[src/rtl/pwm_deadband_pkg.sv]
// rtl/pwm_deadband_pkg.sv - shared state encodings, reset defines and bus addresses for the dead-band stage
// Purpose: common definitions imported by pwm_db_chan and pwm_deadband.
//   db_state_e      : per-channel FSM state (DIS, LOW, DEAD_R, HIGH, DEAD_F)
//   PWM_DB_DT_ADDR  : dead-time register address
//   PWM_DB_EN_ADDR  : channel-enable register address
`ifndef RstEnable
`define RstEnable 1'b0
`endif
`ifndef ZeroWord
`define ZeroWord 32'h00000000
`endif

package pwm_deadband_pkg;

  // Peripheral address map entries owned by the dead-band stage.
  localparam logic [31:0] PWM_DB_DT_ADDR = 32'h60200000;
  localparam logic [31:0] PWM_DB_EN_ADDR = 32'h60210000;

  typedef enum logic [2:0] {
    ST_DIS    = 3'd0,
    ST_LOW    = 3'd1,
    ST_DEAD_R = 3'd2,
    ST_HIGH   = 3'd3,
    ST_DEAD_F = 3'd4
  } db_state_e;

endpackage

[src/rtl/pwm_db_chan.sv]
// rtl/pwm_db_chan.sv - one complementary gate-drive channel with dead-time insertion
// Purpose: turns one PWM bit into a non-overlapping hi/lo pair.
// Ports:
//   clk    in   system clock
//   rst    in   asynchronous active-low reset
//   i_en   in   channel enable (0 forces DIS)
//   i_pwm  in   raw PWM level for this channel
//   i_dt   in   current dead-time setting (cycles)
//   o_hi   out  high-side drive, registered
//   o_lo   out  low-side drive, registered
module pwm_db_chan
  import pwm_deadband_pkg::*;
#(
  parameter int DT_W = 8
) (
  input  logic            clk,
  input  logic            rst,
  input  logic            i_en,
  input  logic            i_pwm,
  input  logic [DT_W-1:0] i_dt,
  output logic            o_hi,
  output logic            o_lo
);

  localparam logic [DT_W-1:0] CNT_ONE = DT_W'(1);

  db_state_e       r_state, w_state_nx;
  logic [DT_W-1:0] r_cnt, w_cnt_nx;
  logic [DT_W-1:0] r_dt_lat, w_dt_lat_nx;
  logic            r_hi, r_lo;
  logic            w_dt_zero;

  assign w_dt_zero = (i_dt == '0);

  always_ff @(posedge clk or negedge rst) begin
    if (rst == `RstEnable) begin
      r_state  <= ST_DIS;
      r_cnt    <= '0;
      r_dt_lat <= '0;
      r_hi     <= 1'b0;
      r_lo     <= 1'b0;
    end else begin
      r_state  <= w_state_nx;
      r_cnt    <= w_cnt_nx;
      r_dt_lat <= w_dt_lat_nx;
      // Drive flops follow the state being entered, so they always
      // match the decode of r_state and can never both be high.
      r_hi     <= (w_state_nx == ST_HIGH);
      r_lo     <= (w_state_nx == ST_LOW);
    end
  end

  always_comb begin
    w_state_nx  = r_state;
    w_cnt_nx    = r_cnt;
    w_dt_lat_nx = r_dt_lat;
    if (!i_en) begin
      w_state_nx = ST_DIS;
    end else begin
      case (r_state)
        ST_DIS: w_state_nx = ST_LOW;
        ST_LOW: begin
          if (i_pwm) begin
            if (w_dt_zero) begin
              w_state_nx = ST_HIGH;
            end else begin
              w_state_nx  = ST_DEAD_R;
              w_cnt_nx    = CNT_ONE;
              w_dt_lat_nx = i_dt;
            end
          end
        end
        ST_DEAD_R: begin
          // Abort is safe: hi has not been driven yet in this interval.
          if (!i_pwm)                  w_state_nx = ST_LOW;
          else if (r_cnt >= r_dt_lat)  w_state_nx = ST_HIGH;
          else                         w_cnt_nx   = r_cnt + CNT_ONE;
        end
        ST_HIGH: begin
          if (!i_pwm) begin
            if (w_dt_zero) begin
              w_state_nx = ST_LOW;
            end else begin
              w_state_nx  = ST_DEAD_F;
              w_cnt_nx    = CNT_ONE;
              w_dt_lat_nx = i_dt;
            end
          end
        end
        ST_DEAD_F: begin
          if (i_pwm)                   w_state_nx = ST_HIGH;
          else if (r_cnt >= r_dt_lat)  w_state_nx = ST_LOW;
          else                         w_cnt_nx   = r_cnt + CNT_ONE;
        end
        default: w_state_nx = ST_DIS;
      endcase
    end
  end

  assign o_hi = r_hi;
  assign o_lo = r_lo;

endmodule

[src/rtl/pwm_deadband.sv]
// rtl/pwm_deadband.sv - complementary gate-drive stage with programmable dead time for the 4-channel PWM
// Purpose: register decode for dead time / channel enable, optional input
//   synchronizer, and NCH pwm_db_chan instances.
// Optional feature macro: PWM_DB_SYNC_EN (2-flop synchronizer on pwm_in).
// Ports:
//   clk         in   system clock
//   rst         in   asynchronous active-low reset
//   we_i        in   bus write strobe
//   write_addr  in   bus write address
//   write_data  in   bus write data
//   pwm_in      in   raw PWM from the upstream PWM block
//   pwm_hi      out  high-side gate drive, registered
//   pwm_lo      out  low-side gate drive, registered
module pwm_deadband
  import pwm_deadband_pkg::*;
#(
  parameter int          DT_W    = 8,
  parameter int          NCH     = 4,
  parameter logic [31:0] DT_ADDR = PWM_DB_DT_ADDR,
  parameter logic [31:0] EN_ADDR = PWM_DB_EN_ADDR
) (
  input  logic           clk,
  input  logic           rst,
  input  logic           we_i,
  input  logic [31:0]    write_addr,
  input  logic [31:0]    write_data,
  input  logic [NCH-1:0] pwm_in,
  output logic [NCH-1:0] pwm_hi,
  output logic [NCH-1:0] pwm_lo
);

  logic [DT_W-1:0] r_dt;
  logic [NCH-1:0]  r_en;
  logic [NCH-1:0]  w_pwm;
  logic            w_unused_wdata;

  // Only the low bits of the write data are architected.
  assign w_unused_wdata = ^write_data;

  always_ff @(posedge clk or negedge rst) begin
    if (rst == `RstEnable) begin
      r_dt <= '0;
      r_en <= '0;
    end else if (we_i) begin
      if (write_addr == DT_ADDR) r_dt <= write_data[DT_W-1:0];
      if (write_addr == EN_ADDR) r_en <= write_data[NCH-1:0];
    end
  end

`ifdef PWM_DB_SYNC_EN
  logic [NCH-1:0] r_sync1, r_sync2;

  always_ff @(posedge clk or negedge rst) begin
    if (rst == `RstEnable) begin
      r_sync1 <= '0;
      r_sync2 <= '0;
    end else begin
      r_sync1 <= pwm_in;
      r_sync2 <= r_sync1;
    end
  end

  assign w_pwm = r_sync2;
`else
  assign w_pwm = pwm_in;
`endif

  for (genvar gi = 0; gi < NCH; gi++) begin : g_chan
    pwm_db_chan #(
      .DT_W (DT_W)
    ) u_chan (
      .clk   (clk),
      .rst   (rst),
      .i_en  (r_en[gi]),
      .i_pwm (w_pwm[gi]),
      .i_dt  (r_dt),
      .o_hi  (pwm_hi[gi]),
      .o_lo  (pwm_lo[gi])
    );
  end

endmodule

[config.mk]
export PLATFORM = sky130hd
export DESIGN_NAME = pwm_deadband
export DESIGN_NICKNAME = d
export VERILOG_FILES = /design/src/rtl/pwm_deadband_pkg.sv /design/src/rtl/pwm_db_chan.sv /design/src/rtl/pwm_deadband.sv
export SDC_FILE = /design/constraint.sdc
export NUM_CORES = 1
export LEC_CHECK = 0
export BUFFER_PORTS_ARGS = -buffer_cell sky130_fd_sc_hd__buf_2
export CAP_MARGIN = 40
export CORE_MARGIN = 5
export CORE_UTILIZATION = 25
export DETAILED_ROUTE_END_ITERATION = 6
export PLACE_DENSITY = 0.52
export SYNTH_ARGS = -nofsm -noshare
export SYNTH_HDL_FRONTEND = slang
export SYNTH_SLANG_ARGS = --single-unit
[constraint.sdc]
create_clock -name clk -period 5.1 [get_ports clk]
set_input_delay 0.765 -clock clk [delete_from_list [all_inputs] [get_ports clk]]
set_output_delay 0.765 -clock clk [all_outputs]
set_load 0.1 [all_outputs]
Word level (Yosys, flattened, before mapping)
Cells that the tools add are included.
{ "word_totals": {"inputBits": 71, "ff_bits": 96, "out_inout_bits": 8, "wordCells": 173} }
{ "op_classes": {"n_mux": 78, "magnitude_cmp": 4, "n_addsub": 4, "eq_ne": 42, "n_reduce_logical": 23} }
{ "op_table": {"columns": ["cell", "n"], "rows": [
  ["$mux W8", 36],
  ["$pmux W8 S4", 4],
  ["$mux W3", 29],
  ["$eq A32 B31 Y1 const B", 2],
  ["$pmux W8 S2", 4],
  ["$pmux W3 S5", 4],
  ["$eq A3 B2 Y1 const B", 12],
  ["$add A8 B1 Y8 const B", 4],
  ["$ge A8 B8 Y1", 4],
  ["$ne A2 B2 Y1 const B", 16],
  ["$eq A3 B1 Y1 const B", 8],
  ["$reduce_and A6 Y1", 4],
  ["$reduce_and A4 Y1", 4],
  ["$reduce_bool A4 Y1", 4],
  ["$eq A3 B3 Y1 const B", 4],
  ["$logic_not A3 Y1", 4],
  ["$logic_not A8 Y1", 1],
  ["$reduce_bool A2 Y1", 4],
  ["$reduce_and A2 Y1", 2],
  ["$mux W1", 1]
]} }

Logic depth before layout (Yosys ltp)
Gate-level depths: netlist of run 1.
{ "depth": {"ltp_word": 6, "depth_mapped": 9, "mapped_depth_nobuf": 8} }

Hierarchy
From an unflattened synthesis of run 1, not the netlist that was laid out.
{ "hier_totals": {"hier_cells": 622, "area_unflattened_um2": 6288.5} }
{ "by_module_without_submodules": {"columns": ["mod", "area_per_inst_um2", "instances", "seq_area_each_um2", "cells_per_inst"], "rows": [
  ["pwm_db_chan (g_chan[0].u_chan ...)", 1473.9, 2, 525.5, 149],
  ["pwm_db_chan (g_chan[3].u_chan)", 1483.9, 1, 525.5, 147],
  ["pwm_db_chan (g_chan[2].u_chan)", 1320.0, 1, 525.5, 140],
  ["pwm_deadband", 536.8, 1, 300.3, 37]
]} }

Worst setup path after synthesis of run 1
OpenSTA, ideal clock, no wires.
{ "synth_timing": {"kind": "register to register", "start": "register g_chan[3].u_chan.r_cnt[0]", "end": "register g_chan[3].u_chan.r_cnt[4]", "setup_ns": 0.078, "n_path_buf": 1, "stages_incl_launch_ff": 10, "slack_ns": 2.837, "arrival_ns": 2.185, "path_cell_list": "dfrtp_1 > inv_1 > ha_1 > nand2b_1 > a2111oi_0 > o31a_1 > a21oi_1 > buf_2 > or3_1 > a21oi_1"} }
{ "synth_between": {"elab_chain_cells": 4} }
{ "synth_rtl": {"columns": ["element", "line", "rtl"], "rows": [
  ["start: declaration", "pwm_db_chan.sv:28", "logic [DT_W-1:0] r_cnt, w_cnt_nx;"],
  ["start signal: assignment", "pwm_db_chan.sv:44", "r_cnt <= w_cnt_nx;"],
  ["$add A8 B1 Y8 or $ge A8 B8 Y1 (tied branches)", null, null],
  ["$mux W8 (*)", "pwm_db_chan.sv:76, pwm_db_chan.sv:92", null],
  ["$mux W8, on equally long branches", "pwm_db_chan.sv:91, pwm_db_chan.sv:75", null],
  ["$pmux W8 S4 (*)", "pwm_db_chan.sv:60", "case (r_state)"]
]} }
Mark *: on every way between the ends. The rest lies on a longest branch, timed or not. The select of a mux whose other input is x is not followed.
A chain may end at the register's enable or synchronous reset.

Worst setup path in the final report of run 1
{ "layout_timing": {"start": "register r_dt[1]", "end": "register g_chan[3].u_chan.r_cnt[4]"} }
{ "layout_between": {"elab_chain_cells": 4} }
{ "layout_rtl": {"columns": ["element", "line", "rtl"], "rows": [
  ["start: declaration", "pwm_deadband.sv:32", "logic [DT_W-1:0] r_dt;"],
  ["start signal: assignment", "pwm_deadband.sv:45", "if (write_addr == DT_ADDR) r_dt <= write_data[DT_W-1:0];"],
  ["$logic_not A8 Y1 (*)", "pwm_db_chan.sv:33", "assign w_dt_zero = (i_dt == '0);"],
  ["$mux W8 (*)", null, null],
  ["$mux W8, on equally long branches", null, null],
  ["$pmux W8 S4 (*)", null, null]
]} }
Marks and branches as above.

==> results.json, run 1 <==
{
  "drtIter0Drc": 145,
  "yosysMostFrequentCell": "dfrtp_1",
  "layout_min_cycle_time_ps": 2930,
  "finalSetupTns_ps": 0,
  "grt_max_degree": 59,
  "avgSynthCellArea_um2": 9.28,
  "synthCells": 595,
  "yosysTopAreaCell": "dfrtp_1",
  "syn_to_final_growth_pct": 14.9,
  "synth_area_leaders": "dfrtp_1 43%, ha_1 8.2%, o21ai_0 5.0%, nand2_1 4.8%, mux2_2 3.5%",
  "ys_ff_latch": 96,
  "die_x_um": 159,
  "crit_required_ps": 5370,
  "power_switching_w": 0.000327,
  "clock.fmax_mhz": 341,
  "postCtsSetupRepairBufs": 0,
  "reg2reg_to": "g_chan[3].u_chan.r_cnt[4]",
  "hold_buffers": 0,
  "dp_hpwl_um": 9050,
  "slew_headroom_pct": 42.5,
  "worstHoldPathCells": 2,
  "antenna_left": 0,
  "ctsHtreeMaxLevel": 3,
  "cts_buffers": 9,
  "post-place-ws_ps": 2100,
  "nets": 740,
  "fin_crit_sh_pct": 57.5,
  "clock_latency_ps": 350,
  "vias": 4320,
  "syn_nets": 702,
  "slew_violations": 0,
  "finalHoldViolCount": 0,
  "finClkSkew_ps": 5.99,
  "io_pins": 79,
  "cp_slowest_cell": "a21oi_1",
  "worstSetupStartpointType": "flip-flop",
  "die_h_um": 159,
  "hp-class": "reg2reg",
  "async_reset_ff_share_pct": 100,
  "dr.pass1.iters": 4,
  "power_frac_comb_pct": 2.9,
  "synth.cell_area_um2": 5520,
  "cp_slowest_stage_delay_ps": 650,
  "grt-ovfl-total": 0,
  "pwr_density_cell_nw_per_um2": 238,
  "worst_pin_slew_ps": 863,
  "dieArea_um2": 25200,
  "grt_first_pass_wirelength_um": 21500,
  "drc": 0,
  "clockBufferDepth": 2,
  "ys_seq_area_share_pct": 43.5,
  "worstSetupPathType": "reg2reg",
  "min_from": "g_chan[3].u_chan.r_dt_lat[0]",
  "rows": 54,
  "p_sw_share_pct": 21.6,
  "reg2regPathDepth": 7,
  "post_cts_resized": 0,
  "total_power_w": 0.00151,
  "antenna_found_initial": 0,
  "p_clk_share_pct": 46.8,
  "synth-warning-count": 0,
  "grt.total_usage_pct": 10.6,
  "cts_tree": "done",
  "p_leak_nw": 2.95,
  "viasPerCell": 4.71,
  "fin_ws_ps": 2170,
  "path_cells": "or4_1 > nor2_1 > buf_4 > nor2_1 > a21oi_1 > o21ai_0 > a21oi_1",
  "antenna_cells": 0,
  "wl_per_cell_um": 13.7,
  "setup_viol": 0,
  "clock_sinks": 96,
  "synth-edff-count": 0,
  "crit_path_end_kind": "flip-flop",
  "hold_end": "g_chan[3].u_chan.r_dt_lat[0]",
  "synth_top_area_share_pct": 43.5,
  "layout-drive-gt1-share_pct": 16.6,
  "cp_data_arrival_time_ps": 3210,
  "nFillCells": 2302,
  "status": "finished, final reports clean",
  "synthFlopType": "dfrtp_1",
  "max-vdd-ir-drop_uv": 105,
  "critPathMaxFanout": 14,
  "yosysUniqueCellTypes": 61,
  "synth_common_cells": "96 x dfrtp_1, 70 x nand2_1, 55 x o21ai_0, 40 x inv_1, 36 x ha_1",
  "internal_power_w": 0.00118,
  "port-buffer-count": 54,
  "cts-root-buf": "clkbuf_16",
  "fp.coreArea_um2": 21800,
  "reg2reg_slack_ps": 2170,
  "clk_pin_slew_ps": 70,
  "worstReg2RegStart": "r_dt[1]",
  "pwr-share-seq_pct": 50.3,
  "rsz0062_at_grt": "no",
  "cap_viol_max_count": 0,
  "grt_pass1_vias": 4295,
  "place.gp.congestion": 0.748,
  "wirelength_um": 12500,
  "floorplan.initialDensity_pct": 25.4
}
-- through the flow --
| stage | utilization [%] | cell area, um2 | hold WS [ps] | cells |
|---|---|---|---|---|
| 2_1_floorplan | - | 5520 | 450 | 595 |
| 4_1_cts | 29.2 | 6340 | 490 | 918 |
| 6_report | 29.2 | 6340 | 482 | 918 |
| 5_1_grt | 29.2 | 6340 | 509 | 918 |
| 3_3_place_gp | 27.5 | 5990 | 469 | 897 |
| 3_5_place_dp | 27.7 | 6030 | 471 | 902 |
-- power groups by stage --
stage            logic, W  registers [W]  clock network (W)
6_report        0.0000434       0.000761           0.000708
2_1_floorplan  0.00000740       0.000776                  0
5_1_grt         0.0000507       0.000760           0.000765
4_1_cts         0.0000455       0.000761           0.000734
3_5_place_dp    0.0000451       0.000776                  0
3_3_place_gp    0.0000449       0.000776                  0
-- flip-flops by register name, summed over array words and instances, names as in the netlist --
name and cells:
g_chan.u_chan.o_lo 4, g_chan.u_chan.o_hi 4, g_chan.u_chan.r_cnt 32, g_chan.u_chan.r_dt_lat 32, r_dt 8, g_chan.u_chan.r_state 12
r_en 4
-- worst max path at each step --
stage	slack, ps	from	endpoint
3_3_place_gp	2100	r_dt[1]	g_chan[3].u_chan.r_cnt[6]
5_1_grt	1750	r_dt[1]	g_chan[3].u_chan.r_cnt[4]
3_5_place_dp	2100	r_dt[1]	g_chan[3].u_chan.r_cnt[5]
4_1_cts	2100	r_dt[1]	g_chan[3].u_chan.r_cnt[5]
2_1_floorplan	2840	g_chan[3].u_chan.r_cnt[0]	g_chan[3].u_chan.r_cnt[4]
6_report	2170	r_dt[1]	g_chan[3].u_chan.r_cnt[4]
-- metal layers --
| metal | global-route usage, % | share of wire, % |
|---|---|---|
| met2 | 16.9 | 47 |
| met5 | 0 | 0 |
| met4 | 4.55 | 2.0 |
| met3 | 1.79 | 2.3 |
| met1 | 14.2 | 49 |
-- cells in the final DEF, fill, tap and decap left out, types with 5 or more instances in the layout --
cell type / count
a211oi_1: 11
a21oi_1: 34
a31oi_1: 6
and2_1: 5
and3_1: 8
buf_2: 53
buf_4: 7
clkbuf_16: 9
dfrtp_1: 96
ha_1: 36
inv_1: 40
mux2_2: 17
nand2_1: 70
nand3_1: 14
nand4_1: 8
nor2_1: 31
nor2b_1: 5
nor3_1: 8
nor4_1: 8
o21a_1: 6
o21ai_0: 55
o31ai_1: 8
or3_1: 11
or4_1: 9
xnor2_1: 12
-- cells by family (layout without fill, tap and decap cells) --
group,after synthesis,after routing,synth area share [%]
compound gates,149,149,16.9
xor+xnor,14,14,2.22
fa+ha+maj,37,37,8.34
buf+inv,75,118,6.14
flops,96,96,43.5
mux,18,18,3.65
simple gates,206,206,19.3
-- critical path: cells and delay by family, from the launching register on --
kind | cells | cell delay (ps)
buf+inv | 1 | 270
flops | 1 | 480
compound gates | 3 | 1010
simple gates | 3 | 1090
-- layout make-up --
cell class              count  area, um2  area share [%]
well taps                 280        350            5.52
flip-flops and latches     96       2400            37.9
inverters                  40        150            2.37
multi-input cells         424       2790            44.0
repair buffers             62        340            5.36
clock inverters             4       52.6           0.828
clock buffers              12        256            4.04
Power figures use the tool's default switching activity.
==> run 2, diff against run 1 <==
==> constraint.sdc (replaced) <==
create_clock -name clk -period 2.89 [get_ports clk]
set_input_delay 0.4335 -clock clk [delete_from_list [all_inputs] [get_ports clk]]
set_output_delay 0.4335 -clock clk [all_outputs]
set_load 0.1 [all_outputs]
==> results.json, run 2 (same netlist as run 1, synthesis figures left out) <==
{
  "postCtsSetupRepairBufs": 0,
  "largest_registers": "g_chan.u_chan.r_cnt (32), g_chan.u_chan.r_dt_lat (32), g_chan.u_chan.r_state (12)",
  "whs_ps": 135,
  "slew_headroom_pct": 45.3,
  "clk_pin_slew_ps": 70,
  "setup_viol": 0,
  "p_leak_nw": 3.01,
  "nets": 753,
  "cp_top_family": "compound AO/OA/AOI/OAI gates",
  "nFillCells": 2303,
  "clockBufferDepth": 2,
  "critPathMaxFanout": 12,
  "vias": 4369,
  "rows": 54,
  "place.gp.congestion": 0.745,
  "grt_first_pass_wirelength_um": 21300,
  "grt_max_degree": 60,
  "cts_tree": "done",
  "layout-drive-gt1-share_pct": 18.3,
  "dr.pass1.iters": 4,
  "io_pins": 79,
  "grt.total_usage_pct": 10.6,
  "clock_sinks": 96,
  "pwr_density_cell_nw_per_um2": 411,
  "dieArea_um2": 25200,
  "antenna_cells": 0,
  "floorplan.initialDensity_pct": 25.4,
  "syn_to_final_growth_pct": 16.2,
  "max-vdd-ir-drop_uv": 176,
  "crit_buf_inv": 0,
  "drc": 0,
  "worstSetupPathType": "reg2reg",
  "post_cts_resized": 0,
  "status": "finished, final reports clean",
  "final_util_pct": 29.5,
  "viasPerCell": 4.70,
  "wl_per_cell_um": 13.5,
  "antenna_found_initial": 0,
  "layout_commonest_cell": "dfrtp_1",
  "path_cells": "ha_1 > a211oi_1 > o21ai_0 > a211oi_1 > o221ai_1 > or4_1 > a21oi_1",
  "crit_path_end_kind": "flip-flop",
  "die_x_um": 159,
  "rsz0062_at_grt": "no",
  "cts_buffers": 9,
  "cts-root-buf": "clkbuf_16",
  "antenna_left": 0,
  "port-buffer-count": 54,
  "ctsHtreeMaxLevel": 3,
  "fp.coreArea_um2": 21800,
  "grt_pass1_vias": 4285,
  "cp_slowest_stage_delay_ps": 590,
  "hold_buffers": 0,
  "final_cell_mix": "96 x dfrtp_1, 70 x nand2_1, 55 x o21ai_0, 53 x buf_2, 40 x inv_1",
  "finalHoldViolCount": 0,
  "cap_viol_max_count": 0,
  "die_h_um": 159,
  "drtIter0Drc": 211,
  "worstSetupStartpointType": "flip-flop",
  "critPathMostFrequentCell": "a211oi_1",
  "grt-ovfl-total": 0,
  "hp-class": "in2async",
  "clock.fmax_mhz": 373,
  "finalSetupTns_ps": 0,
  "finClkSkew_ps": 9.61,
  "crit_required_ps": 3170,
  "layout_min_cycle_time_ps": 2680,
  "dp_hpwl_um": 9240,
  "wirelength_um": 12600,
  "worst_pin_slew_ps": 820,
  "slew_violations": 0,
  "cp_slowest_cell": "or4_1",
  "clock_latency_ps": 360,
  "cp_data_arrival_time_ps": 2960,
  "fin_crit_sh_pct": 92.7
}
[run 2: cell types whose count changed in the layout (fill, tap and decap cells not counted)]
cell        change
inv_6           +1
clkbuf_1        -1
clkinv_2        +2
clkinvlp_4      -2
clkbuf_8        -1
buf_6           -2
buf_4          +15
[run 2: cell type report]
class,count,area (um2),share of cell area (%)
Multi-Input combinational cell,424,2790,43.5
Clock buffer,10,239,3.72
Tap cell,280,350,5.46
Clock inverter,5,56.3,0.877
Inverter,40,150,2.34
Sequential cell,96,2400,37.4
Timing Repair Buffer,75,430,6.70
[run 2: where the power goes]
part | leakage, nW | switching (W) | internal (W)
Combinational | 1.68 | 0.0000486 | 0.0000305
Clock | 0.145 | 0.000529 | 0.000690
Sequential | 1.19 | 0.00000000000477 | 0.00134
Total | 3.01 | 0.000577 | 0.00206
[run 2: through the flow]
stage          setup slack, ps  area [um2]  cells  power, W
2_1_floorplan              627        5520    595   0.00138
3_3_place_gp               282        6120    915   0.00145
3_5_place_dp               255        6120    915   0.00145
4_1_cts                    222        6420    930   0.00269
5_1_grt                   39.9        6420    930   0.00275
6_report                   212        6420    930   0.00264
[run 2: routing by layer]
layer,GRT usage (%),vias up,wire length [um]
met5,0,-,0
met4,4.39,0,238
met3,2.28,11,420
met2,16.7,55,5720
met1,14.2,2067,6210
li1,-,2236,-
[run 2: final timing paths]
check | slack (ps) | depth (start not counted) | from | to
max | 210 | 7 | g_chan[2].u_chan.r_cnt[2] | g_chan[2].u_chan.r_cnt[6]
min | 140 | 1 | rst | g_chan[0].u_chan.r_state[1]
max reg2reg | 210 | 7 | g_chan[2].u_chan.r_cnt[2] | g_chan[2].u_chan.r_cnt[6]
min reg2reg | 490 | 2 | g_chan[3].u_chan.r_dt_lat[0] | g_chan[3].u_chan.r_dt_lat[0]
max in group asynchronous | 1930 | 2 | rst | g_chan[3].u_chan.o_lo
min in group clk | 310 | 2 | write_data[7] | r_dt[7]
==> run 3, diff against run 2 <==
--- a/config.mk
+++ b/config.mk
@@ -5,7 +5,7 @@
 export SDC_FILE = /design/constraint.sdc
 export NUM_CORES = 1
 export LEC_CHECK = 0
-export BUFFER_PORTS_ARGS = -buffer_cell sky130_fd_sc_hd__buf_2
+export BUFFER_PORTS_ARGS = -buffer_cell sky130_fd_sc_hd__buf_4
 export CAP_MARGIN = 40
 export CORE_MARGIN = 5
 export CORE_UTILIZATION = 25
==> results.json, run 3 (same netlist as run 1, synthesis figures left out) <==
{
  "status": "finished, final reports clean",
  "worstSetupPathType": "reg2reg",
  "dieArea_um2": 25200,
  "worstSetupStartpointType": "flip-flop",
  "antenna_found_initial": 0,
  "p_clk_share_pct": 48.0,
  "vias": 4361,
  "finalSetupTns_ps": 0,
  "floorplan.initialDensity_pct": 25.4,
  "internal_power_w": 0.00220,
  "fp.coreArea_um2": 21800,
  "nFillCells": 2302,
  "antenna_cells": 0,
  "cp_data_arrival_time_ps": 2780,
  "seq_area_um2": 2400,
  "power_frac_comb_pct": 3.5,
  "rsz0062_at_grt": "no",
  "p_sw_share_pct": 20.7,
  "post_cts_resized": 0,
  "setup_viol": 0,
  "dr.pass1.iters": 4,
  "cts_tree": "done",
  "grt.total_usage_pct": 10.6,
  "crit_required_ps": 3090,
  "slew_headroom_pct": 58.0,
  "die_h_um": 159,
  "viasPerCell": 4.70,
  "die_x_um": 159,
  "reg2regPathDepth": 7,
  "fin_crit_sh_pct": 89.2,
  "ctsHtreeMaxLevel": 3,
  "pwr-share-seq_pct": 48.5,
  "grt-ovfl-total": 0,
  "crit_path_end_kind": "flip-flop",
  "drtIter0Drc": 244,
  "grt_max_degree": 58,
  "clk_pin_slew_ps": 70,
  "cap_viol_max_count": 0,
  "wl_per_cell_um": 13.7,
  "io_pins": 79,
  "layout_min_cycle_time_ps": 2580,
  "p_leak_nw": 3.05,
  "place.gp.congestion": 0.727,
  "cp_slowest_stage_delay_ps": 500,
  "dp_hpwl_um": 9240,
  "postCtsSetupRepairBufs": 0,
  "path_cells": "ha_1 > a21o_1 > a221oi_1 > o211ai_1 > a2111oi_2 > xnor2_1 > nor2_1",
  "post-place-ws_ps": 360,
  "largest_registers": "g_chan.u_chan.r_cnt (32), g_chan.u_chan.r_dt_lat (32), g_chan.u_chan.r_state (12)",
  "hp-class": "in2async",
  "clock_sinks": 96,
  "grt_first_pass_wirelength_um": 21300,
  "grt_pass1_vias": 4214,
  "clock.fmax_mhz": 388,
  "wirelength_um": 12700,
  "final_cell_mix": "96 x dfrtp_1, 70 x nand2_1, 70 x buf_4, 55 x o21ai_0, 40 x inv_1",
  "clockBufferDepth": 2,
  "drc": 0,
  "cts-root-buf": "clkbuf_16",
  "finClkSkew_ps": 4.71,
  "slew_violations": 0,
  "hold_buffers": 0,
  "antenna_left": 0,
  "rows": 54,
  "layout_commonest_cell": "dfrtp_1",
  "worst_pin_slew_ps": 624,
  "power_switching_w": 0.000573,
  "whs_ps": 86.5,
  "layout-drive-gt1-share_pct": 17.9,
  "cp_slowest_cell": "a2111oi_2",
  "clock_latency_ps": 340,
  "port-buffer-count": 54,
  "nets": 749,
  "multi_input_area_um2": 2790,
  "critPathMaxFanout": 7,
  "cts_buffers": 9,
  "syn_to_final_growth_pct": 19.0,
  "fin_ws_ps": 311,
  "pwr_density_cell_nw_per_um2": 421,
  "finalHoldViolCount": 0,
  "max-vdd-ir-drop_uv": 189
}
[run 3: final timing paths]
| kind | startpoint | to | slack (ps) |
|---|---|---|---|
| min reg2reg | g_chan[3].u_chan.r_dt_lat[0] | g_chan[3].u_chan.r_dt_lat[0] | 490 |
| max in group asynchronous | rst | g_chan[1].u_chan.r_state[0] | 2110 |
| max reg2reg | g_chan[0].u_chan.r_cnt[5] | g_chan[0].u_chan.r_cnt[7] | 310 |
| min in group clk | pwm_in[2] | g_chan[2].u_chan.r_state[2] | 310 |
| max | g_chan[0].u_chan.r_cnt[5] | g_chan[0].u_chan.r_cnt[7] | 310 |
| min | rst | g_chan[0].u_chan.r_cnt[1] | 90 |
[run 3: per-layer routing]
metal  vias up  GRT usage, %  part of all wire (%)
li1       2226             -                     -
met1      2088          14.8                    50
met2        38          16.3                    46
met3         9          1.93                   3.0
met4         0          3.90                   1.5
met5         -             0                     0
[run 3: critical path: cells and delay by family, from the launching register on]
family,cells,cell delay [ps]
AOI/OAI and AO/OA,4,1510
xor gates and xnor gates,1,170
adders and majority gates,1,310
DFF,1,410
and+or+nand+nor,1,50
[run 3: final cells by class]
cell class                      count  area share, %
Clock buffer                       11           3.85
Clock inverter                      5           1.20
Inverter                           40           2.28
Multi-Input combinational cell    424           42.5
Sequential cell                    96           36.6
Tap cell                          280           5.33
Timing Repair Buffer               71           8.30
[run 3: power by group through the flow]
stage | registers, W | logic [W] | clock network [W]
floorplan | 0.00137 | 0.0000131 | 0
global placement | 0.00137 | 0.0000991 | 0
detailed placement | 0.00137 | 0.000100 | 0
CTS | 0.00134 | 0.000101 | 0.00138
global route | 0.00134 | 0.000110 | 0.00143
finish | 0.00134 | 0.0000966 | 0.00133
[run 3: metrics by stage]
step           total power, W  instance area (um2)  utilization, %  instances
3_5_place_dp          0.00147                 6240            28.7        911
2_1_floorplan         0.00138                 5520               -        595
4_1_cts               0.00282                 6570            30.2        927
5_1_grt               0.00288                 6570            30.2        927
3_3_place_gp          0.00147                 6240            28.7        911
6_report              0.00277                 6570            30.2        927
